`config.mk`:
```
export PLATFORM = sky130hd
export DESIGN_NAME = multicycle_control_unit
export DESIGN_NICKNAME = d
export VERILOG_FILES = /design/src/rtl/mc_ctrl_pkg.sv /design/src/rtl/mc_alu_decoder.sv /design/src/rtl/multicycle_control_unit.sv
export SDC_FILE = /design/constraint.sdc
export NUM_CORES = 1
export LEC_CHECK = 0
export ABC_AREA = 1
export CORE_MARGIN = 2
export CORE_UTILIZATION = 49
export DETAILED_ROUTE_END_ITERATION = 8
export GPL_ROUTABILITY_DRIVEN = 1
export HOLD_SLACK_MARGIN = 0.1
export PLACE_DENSITY = 0.84
export SYNTH_ARGS = -nofsm -noshare
export SYNTH_HDL_FRONTEND = slang
export SYNTH_SLANG_ARGS = --single-unit
export TNS_END_PERCENT = 100
```
`constraint.sdc`:
```
create_clock -name clk -period 2.85 [get_ports clk]
set_input_delay 0.4275 -clock clk [delete_from_list [all_inputs] [get_ports clk]]
set_output_delay 0.4275 -clock clk [all_outputs]
set_load 0.03 [all_outputs]
```
`src/rtl/mc_ctrl_pkg.sv`:
```
// Shared state, opcode and control-word definitions for the multicycle MIPS control unit.
// The control unit's optional bne/andi/ori support is enabled with MCU_EXT_OPS_EN.
package mc_ctrl_pkg;

    typedef enum logic [3:0] {
        FETCH   = 4'd0,
        DECODE  = 4'd1,
        MEMADR  = 4'd2,
        MEMRD   = 4'd3,
        MEMWB   = 4'd4,
        MEMWR   = 4'd5,
        EXECUTE = 4'd6,
        ALUWB   = 4'd7,
        BRANCH  = 4'd8,
        ADDIEX  = 4'd9,
        ADDIWB  = 4'd10,
        JUMP    = 4'd11,
        IMMEX   = 4'd12
    } state_t;

    // ALUOP_AND doubles as the idle value so unused cycles drive alu_control=000
    typedef enum logic [2:0] {
        ALUOP_AND   = 3'd0,
        ALUOP_ADD   = 3'd1,
        ALUOP_SUB   = 3'd2,
        ALUOP_OR    = 3'd3,
        ALUOP_FUNCT = 3'd4
    } alu_op_t;

    localparam logic [5:0] OP_RTYPE = 6'b000000;
    localparam logic [5:0] OP_J     = 6'b000010;
    localparam logic [5:0] OP_BEQ   = 6'b000100;
    localparam logic [5:0] OP_BNE   = 6'b000101;
    localparam logic [5:0] OP_ADDI  = 6'b001000;
    localparam logic [5:0] OP_ANDI  = 6'b001100;
    localparam logic [5:0] OP_ORI   = 6'b001101;
    localparam logic [5:0] OP_LW    = 6'b100011;
    localparam logic [5:0] OP_SW    = 6'b101011;

    localparam logic [5:0] FN_ADD = 6'b100000;
    localparam logic [5:0] FN_SUB = 6'b100010;
    localparam logic [5:0] FN_AND = 6'b100100;
    localparam logic [5:0] FN_OR  = 6'b100101;
    localparam logic [5:0] FN_SLT = 6'b101010;

    localparam logic [2:0] ALUC_ADD = 3'b010;
    localparam logic [2:0] ALUC_SUB = 3'b110;
    localparam logic [2:0] ALUC_AND = 3'b000;
    localparam logic [2:0] ALUC_OR  = 3'b001;
    localparam logic [2:0] ALUC_SLT = 3'b111;

    localparam logic [1:0] SRCB_B     = 2'b00;
    localparam logic [1:0] SRCB_FOUR  = 2'b01;
    localparam logic [1:0] SRCB_IMM   = 2'b10;
    localparam logic [1:0] SRCB_IMMSH = 2'b11;

    localparam logic [1:0] PCSRC_ALU    = 2'b00;
    localparam logic [1:0] PCSRC_ALUOUT = 2'b01;
    localparam logic [1:0] PCSRC_JUMP   = 2'b10;

    typedef struct packed {
        logic       fetch;
        logic       iord;
        logic       mem_write;
        logic       reg_dst;
        logic       memto_reg;
        logic       reg_write;
        logic       alu_src_a;
        logic [1:0] alu_src_b;
        alu_op_t    alu_op;
        logic [1:0] pc_src;
        logic       pc_write;
        logic       branch;
    } ctrl_t;

    // Moore control word for a state; orSel picks or/and for the logical-immediate state
    function automatic ctrl_t state_ctrl(input state_t s, input logic orSel);
        ctrl_t c;
        c        = '0;
        c.alu_op = ALUOP_AND;
        case (s)
            FETCH: begin
                c.fetch     = 1'b1;
                c.alu_src_b = SRCB_FOUR;
                c.alu_op    = ALUOP_ADD;
                c.pc_src    = PCSRC_ALU;
            end
            DECODE: begin
                c.alu_src_b = SRCB_IMMSH;
                c.alu_op    = ALUOP_ADD;
            end
            MEMADR, ADDIEX: begin
                c.alu_src_a = 1'b1;
                c.alu_src_b = SRCB_IMM;
                c.alu_op    = ALUOP_ADD;
            end
            MEMRD:   c.iord = 1'b1;
            MEMWB: begin
                c.reg_write = 1'b1;
                c.memto_reg = 1'b1;
            end
            MEMWR: begin
                c.iord      = 1'b1;
                c.mem_write = 1'b1;
            end
            EXECUTE: begin
                c.alu_src_a = 1'b1;
                c.alu_src_b = SRCB_B;
                c.alu_op    = ALUOP_FUNCT;
            end
            ALUWB: begin
                c.reg_write = 1'b1;
                c.reg_dst   = 1'b1;
            end
            BRANCH: begin
                c.alu_src_a = 1'b1;
                c.alu_src_b = SRCB_B;
                c.alu_op    = ALUOP_SUB;
                c.pc_src    = PCSRC_ALUOUT;
                c.branch    = 1'b1;
            end
            ADDIWB:  c.reg_write = 1'b1;
            JUMP: begin
                c.pc_src   = PCSRC_JUMP;
                c.pc_write = 1'b1;
            end
            IMMEX: begin
                c.alu_src_a = 1'b1;
                c.alu_src_b = SRCB_IMM;
                c.alu_op    = orSel ? ALUOP_OR : ALUOP_AND;
            end
            default: ;
        endcase
        return c;
    endfunction

endpackage

```
`src/rtl/mc_alu_decoder.sv`:
```
// Combinational ALU-control decode: maps the FSM's ALU operation request and funct to alu_control.
module mc_alu_decoder
    import mc_ctrl_pkg::*;
#(
    parameter int FN_W       = 6,
    parameter int ALU_CTRL_W = 3
) (
    input  alu_op_t               alu_op_i,
    input  logic [FN_W-1:0]       funct_i,
    output logic [ALU_CTRL_W-1:0] alu_control_o
);

    // Unknown funct codes fall back to add so the write-back still gets a defined value
    always_comb begin
        alu_control_o = ALU_CTRL_W'(ALUC_AND);
        case (alu_op_i)
            ALUOP_ADD: alu_control_o = ALU_CTRL_W'(ALUC_ADD);
            ALUOP_SUB: alu_control_o = ALU_CTRL_W'(ALUC_SUB);
            ALUOP_OR:  alu_control_o = ALU_CTRL_W'(ALUC_OR);
            ALUOP_FUNCT: begin
                case (funct_i)
                    FN_W'(FN_ADD): alu_control_o = ALU_CTRL_W'(ALUC_ADD);
                    FN_W'(FN_SUB): alu_control_o = ALU_CTRL_W'(ALUC_SUB);
                    FN_W'(FN_AND): alu_control_o = ALU_CTRL_W'(ALUC_AND);
                    FN_W'(FN_OR):  alu_control_o = ALU_CTRL_W'(ALUC_OR);
                    FN_W'(FN_SLT): alu_control_o = ALU_CTRL_W'(ALUC_SLT);
                    default:       alu_control_o = ALU_CTRL_W'(ALUC_ADD);
                endcase
            end
            default: alu_control_o = ALU_CTRL_W'(ALUC_AND);
        endcase
    end

endmodule

```
`src/rtl/multicycle_control_unit.sv`:
```
// Moore FSM control unit for the multicycle MIPS datapath with variable-latency memory.
// Define MCU_EXT_OPS_EN to add bne, andi and ori; otherwise those opcodes are illegal.
module multicycle_control_unit
    import mc_ctrl_pkg::*;
#(
    parameter int OP_W       = 6,
    parameter int FN_W       = 6,
    parameter int ALU_CTRL_W = 3,
    parameter int STATE_W    = 4
) (
    input  logic                  clk,
    input  logic                  rst_n,
    input  logic [OP_W-1:0]       opcode,
    input  logic [FN_W-1:0]       funct,
    input  logic                  zero,
    input  logic                  mem_ready,
    output logic                  iord,
    output logic                  mem_write,
    output logic                  ir_write,
    output logic                  reg_dst,
    output logic                  memto_reg,
    output logic                  reg_write,
    output logic                  alu_src_a,
    output logic [1:0]            alu_src_b,
    output logic [ALU_CTRL_W-1:0] alu_control,
    output logic [1:0]            pc_src,
    output logic                  pc_en,
    output logic                  ext_zero,
    output logic                  illegal_op,
    output logic [STATE_W-1:0]    state_o
);

    state_t                state_q, state_d;
    ctrl_t                 ctrl_q;
    logic                  isLw, isSw, isRtype, isBeq, isAddi, isJ;
    logic                  isBne, isLogicImm, legalOp, branchTaken, pcEnRaw;
    logic [ALU_CTRL_W-1:0] aluCtrl;

    assign isLw    = (opcode == OP_W'(OP_LW));
    assign isSw    = (opcode == OP_W'(OP_SW));
    assign isRtype = (opcode == OP_W'(OP_RTYPE));
    assign isBeq   = (opcode == OP_W'(OP_BEQ));
    assign isAddi  = (opcode == OP_W'(OP_ADDI));
    assign isJ     = (opcode == OP_W'(OP_J));

`ifdef MCU_EXT_OPS_EN
    assign isBne      = (opcode == OP_W'(OP_BNE));
    assign isLogicImm = (opcode == OP_W'(OP_ANDI)) || (opcode == OP_W'(OP_ORI));
`else
    assign isBne      = 1'b0;
    assign isLogicImm = 1'b0;
`endif

    assign legalOp = isLw | isSw | isRtype | isBeq | isBne | isAddi | isLogicImm | isJ;

    always_comb begin
        state_d = state_q;
        case (state_q)
            FETCH:   if (mem_ready) state_d = DECODE;
            DECODE: begin
                if (isLw || isSw)        state_d = MEMADR;
                else if (isRtype)        state_d = EXECUTE;
                else if (isBeq || isBne) state_d = BRANCH;
                else if (isAddi)         state_d = ADDIEX;
                else if (isLogicImm)     state_d = IMMEX;
                else if (isJ)            state_d = JUMP;
                else                     state_d = FETCH;
            end
            MEMADR:  state_d = isLw ? MEMRD : MEMWR;
            MEMRD:   if (mem_ready) state_d = MEMWB;
            MEMWR:   if (mem_ready) state_d = FETCH;
            EXECUTE: state_d = ALUWB;
            ADDIEX:  state_d = ADDIWB;
            IMMEX:   state_d = ADDIWB;
            default: state_d = FETCH;
        endcase
    end

    // The control word is registered alongside the state so it always matches state_q
    always_ff @(posedge clk) begin
        if (!rst_n) begin
            state_q <= FETCH;
            ctrl_q  <= state_ctrl(FETCH, 1'b0);
        end else begin
            state_q <= state_d;
            ctrl_q  <= state_ctrl(state_d, opcode[0]);
        end
    end

    mc_alu_decoder #(
        .FN_W       (FN_W),
        .ALU_CTRL_W (ALU_CTRL_W)
    ) u_aluDecoder (
        .alu_op_i      (ctrl_q.alu_op),
        .funct_i       (funct),
        .alu_control_o (aluCtrl)
    );

    assign branchTaken = isBne ? ~zero : zero;
    assign pcEnRaw     = ctrl_q.pc_write | (ctrl_q.fetch & mem_ready) | (ctrl_q.branch & branchTaken);

    // Holding reset silences every output, so an interrupted instruction issues no writes
    assign iord        = rst_n & ctrl_q.iord;
    assign mem_write   = rst_n & ctrl_q.mem_write;
    assign ir_write    = rst_n & ctrl_q.fetch & mem_ready;
    assign reg_dst     = rst_n & ctrl_q.reg_dst;
    assign memto_reg   = rst_n & ctrl_q.memto_reg;
    assign reg_write   = rst_n & ctrl_q.reg_write;
    assign alu_src_a   = rst_n & ctrl_q.alu_src_a;
    assign alu_src_b   = rst_n ? ctrl_q.alu_src_b : 2'b00;
    assign alu_control = rst_n ? aluCtrl : '0;
    assign pc_src      = rst_n ? ctrl_q.pc_src : 2'b00;
    assign pc_en       = rst_n & pcEnRaw;
    assign illegal_op  = rst_n & (state_q == DECODE) & ~legalOp;
    assign state_o     = rst_n ? STATE_W'(state_q) : '0;

`ifdef MCU_EXT_OPS_EN
    assign ext_zero = rst_n & (state_q == IMMEX);
`else
    assign ext_zero = 1'b0;
`endif

endmodule

```
## After elaboration in Yosys (flattened, before gate mapping)

Index checks and enable logic that the tools add are counted.

- Register bits after elaboration: 20
- Input port bits: 16
- Output and inout port bits: 21

- Equal/unequal tests: 32
- Muxes and demuxes: 28
- Bitwise operators: 21
- Reductions and logical operators: 9

Operator list:

| cell | count |
|---|---|
| 6-bit equality test, second input constant | 6 |
| 4-bit two-way mux | 9 |
| 5-bit one-hot mux with 6 select lines | 1 |
| 4-bit equality test, second input constant | 7 |
| 4-bit one-hot mux with 7 select lines | 1 |
| 4-bit by 3-bit equality test with 1-bit output, second input constant | 6 |
| 3-bit one-hot mux with 4 select lines | 2 |
| 4-bit by 2-bit equality test with 1-bit output, second input constant | 4 |
| 1-bit bitwise AND | 13 |
| 1-bit two-way mux | 9 |
| 4-bit by 1-bit equality test with 1-bit output, second input constant | 2 |
| 4-bit zero test | 2 |
| 1-bit bitwise OR | 7 |
| 3-bit by 2-bit equality test with 1-bit output, second input constant | 2 |
| 6-bit by 2-bit equality test with 1-bit output, second input constant | 1 |
| 6-bit by 3-bit equality test with 1-bit output, second input constant | 1 |
| 6-bit by 4-bit equality test with 1-bit output, second input constant | 1 |
| 6-bit zero test | 1 |
| 2-bit two-way mux | 3 |
| 3-bit two-way mux | 2 |
| 2-bit OR reduction | 3 |
| 5-bit OR reduction | 1 |
| 2-bit one-hot mux with 2 select lines | 1 |
| 3-bit by 1-bit equality test with 1-bit output, second input constant | 1 |
| other kinds (4) | 4 |

## Longest topological paths before layout

- Depth in word-level cells: 10
- Mapped depth: 12

## By module

Synthesis repeated with hierarchy kept, for this count alone.

- Cell total of the unflattened synthesis: 209
- Area, all modules: 1308.8 um2

By module, submodules not included:

| module | times used | cells each | area an instance (um2) |
|---|---|---|---|
| multicycle_control_unit | 1 | 184 | 1187.4 |
| mc_alu_decoder | 1 | 25 | 121.4 |

## Worst setup path after synthesis

Ideal clock, no wire load.

- Kind: input-to-output
- Start point: in rst_n
- End point: out illegal_op
- Data arrival time: 1.644 ns
- Data required time: 2.423 ns
- Path slack: 0.779 ns
- Cell stages on the path: 3
- Cell sequence: clkbuf_1 > clkinv_1 > nor3_1

- Longest elaborated chain between the ends: 2

RTL lines:

| what | line | RTL |
|---|---|---|
| start: declaration | multicycle_control_unit.sv:12 | `input logic rst_n,` |
| 1-bit bitwise AND (2 in series) | multicycle_control_unit.sv:114 | `assign illegal_op = rst_n & (state_q == DECODE) & ~legalOp;` |
| end: declaration | multicycle_control_unit.sv:29 | `output logic illegal_op,` |

No other way between the ends.

## Final worst setup path

- Start point: in rst_n
- End point: out state_o[3]

- Longest elaborated chain between the ends: 1

RTL lines:

| what | line | RTL |
|---|---|---|
| 4-bit two-way mux | multicycle_control_unit.sv:115 | `assign state_o = rst_n ? STATE_W'(state_q) : '0;` |
| end: declaration | multicycle_control_unit.sv:30 | `output logic [STATE_W-1:0] state_o` |

No other way between the ends.

==> key figures <==
Floorplanning
  – Die Wd: 53.0 µm
  – IO Count: 37
  – Initial Utilization: 52.7%
  – Total die area: 2810 µm²
  – Core Region: 2230 µm²
  – Num rows: 17
  – Die height: 53.0 µm

CTS
  – Post-cts resize count: 0
  – Clock-pin slew on the worst setup and hold paths: 0.10 ns
  – Root Buffer: clkbuf_4
  – Cts bufs inserted: 3
  – Clk sinks: 19
  – Setup Fix Bufs, Post-CTS: 0
  – H-tree levels: 1
  – Clock tree from TritonCTS: built
  – CTS Buffer Depth: 2
  – Worst-skew pair later-pin latency: 0.29 ns
  – Hold-fix buffers, CTS: 0

Final layout
  – Final Instance Area: 1570 µm²
  – Area Growth Syn to Fin: 33.5%
  – Share of post-route cells with drive strength above 1: 16.2%
  – Commonest non-fill, non-tap cells in the layout: 43 x nand2_1, 36 x inv_1, 29 x clkdlybuf4s50_1
  – Ant. Diodes: 0
  – Nets: 246
  – Most common cell after layout, fill and taps aside: nand2_1

STA
  – Achievable Freq: 0.432 GHz
  – Worst hold margin: 0.662 ns
  – Hold Vio Cnt, Final: 0
  – RSZ-0062 raised after global routing: false
  – Final setup violation count: 0
  – Post-Route Setup TNS: 0 ns
  – Final period util: 81.3%
  – Fin crit period: 2.32 ns
  – Clock skew: 0.00466 ns
  – Setup ws final: 0.533 ns
  – Pins Over Slew Limit: 0

Logic synthesis
  – Distinct cells, synth: 24
  – Avg Inst Size Synth: 6.13 µm²
  – Synth warn: 0
  – Top-area cell type share of the netlist area: 32.3%
  – Yosys top cell by area: dfxtp_1
  – Mapped Cells: 192
  – Sequential area share after synthesis: 32.3%
  – Ranking of synthesized cells by area: dfxtp_1 32%, nand2_1 14%, inv_1 11%
  – Cell Area, Synth: 1180 µm²
  – Post-synthesis register bit count: 19
  – Syn_nets: 208

Critical path
  – Crit-path max FO: 17
  – Worst Path Arrival: 1.89 ns
  – Crit Path Class: input port to output port
  – CP required: 2.42 ns
  – CP Launch Type: input port
  – Critical Path Sink Type: output port

Pwr
  – Gate power share: 21.1%
  – Leakage: 0.833 nW
  – Sw frac: 27.5%
  – Psw: 0.000140 W
  – Reg power frac: 54.0%
  – Total power draw: 0.000509 W
  – PwrDens: 324 nW/µm²
  – P_int: 0.000369 W
  – Clk pwr share: 25.0%
  – Worst VDD drop: 0.208 mV

Drt
  – Drt first pass iters: 4
  – Vias: 1257
  – DR iter-0 viols: 27
  – Routed wire per std cell: 9.80 µm
  – Vias/cell: 4.89
  – Routed wire length: 2.52 mm
  – DRC Markers: 0
  – Post-DRT Antenna Nets: 0

GRT
  – Gr usage total: 20.1%
  – Global-route wire length before repair: 4.26 mm
  – Total grt overflow: 0
  – Initial antenna violation count: 0
  – Largest net degree at the start of global routing: 18
  – Vias in the first global route: 1067

Outcome
  – Run status: finished clean

Place
  – I/O Buffers: 35
  – Setup WS pre-CTS: 0.526 ns
  – Dpl hpwl: 2.13 mm
  – DP Area: 1540 µm²
  – Placer Congestion: 0.848

Min path
  – Hold Crit Class: flop to flop

Job
  – Max Cap Viol: 0
-- registers in the layout, indices dropped and copies added (netlist names) --
signal and cells:
ctrl_q 15, state_q 4
-- path summary, 6_finish.rpt --
path,start,end,slack (ns),cells past startpoint
worst max-delay path,rst_n,state_o[3],0.53,5
worst min-delay path,state_q[0],ctrl_q[11],0.66,2
worst max register to register,state_q[1],ctrl_q[8],1.27,10
worst min register to register,state_q[0],ctrl_q[11],0.66,2
-- kinds of logic after synthesis --
kind of cell	share of synthesized area, %
and+or+nand+nor	46.0
AOI/OAI and AO/OA	5.74
buffers and inverters	15.6
other	0.319
DFF	32.3
-- power by group through the flow --
stage	logic (W)	registers [W]	clock network, W
global route	0.000118	0.000276	0.000145
detailed placement	0.000107	0.000281	0
floorplan	0.0000633	0.000280	0
global placement	0.000104	0.000281	0
CTS	0.000107	0.000275	0.000132
finish	0.000107	0.000275	0.000127
-- area by class of cell --
type	count	area, µm²
Fill cell	197	663
Multi-Input combinational cell	125	612
Sequential cell	19	380
Timing Repair Buffer	37	350
Inverter	44	165
Tap cell	28	35.0
Clock buffer	3	22.5
Clock inverter	1	5.00
-- worst max-delay path, stage by stage --
cell and delay [ns]:
clkdlybuf4s50_1 0.45, buf_4 0.20, nand2_1 0.09, inv_1 0.06, clkdlybuf4s50_1 0.66
-- synth_stat cells --
cell / count
nand2_1: 43
inv_1: 36
nor2_1: 26
nand3_1: 20
dfxtp_1: 19
inv_2: 7
nor2_2: 7
a21oi_1: 4
clkbuf_1: 3
nand3_2: 3
nand4_1: 3
nor2_4: 3
nor3_1: 3
nor4_1: 3
a31oi_1: 2
nand2_2: 2
a31oi_2: 1
and2_4: 1
buf_4: 1
clkinv_1: 1
conb_1: 1
o21ai_1: 1
o21ai_2: 1
o22a_1: 1
-- metrics by stage --
| stage | utilization [%] | std cells |
|---|---|---|
| after global routing | 70.3 | 257 |
| final | 70.3 | 257 |
| after detailed placement | 69.1 | 253 |
| after global placement | 69.1 | 253 |
| after CTS | 70.3 | 257 |
| after floorplan | - | 192 |
-- routing by layer --
metal | GRT usage (%) | up-vias | routed length [µm]
li1 | - | 664 | -
met1 | 24.1 | 547 | 1050
met2 | 38.5 | 43 | 1310
met3 | 0.847 | 3 | 146
met4 | 5.13 | 0 | 19
met5 | 0 | - | 0
No activity file was read; power rests on OpenSTA's default activity.
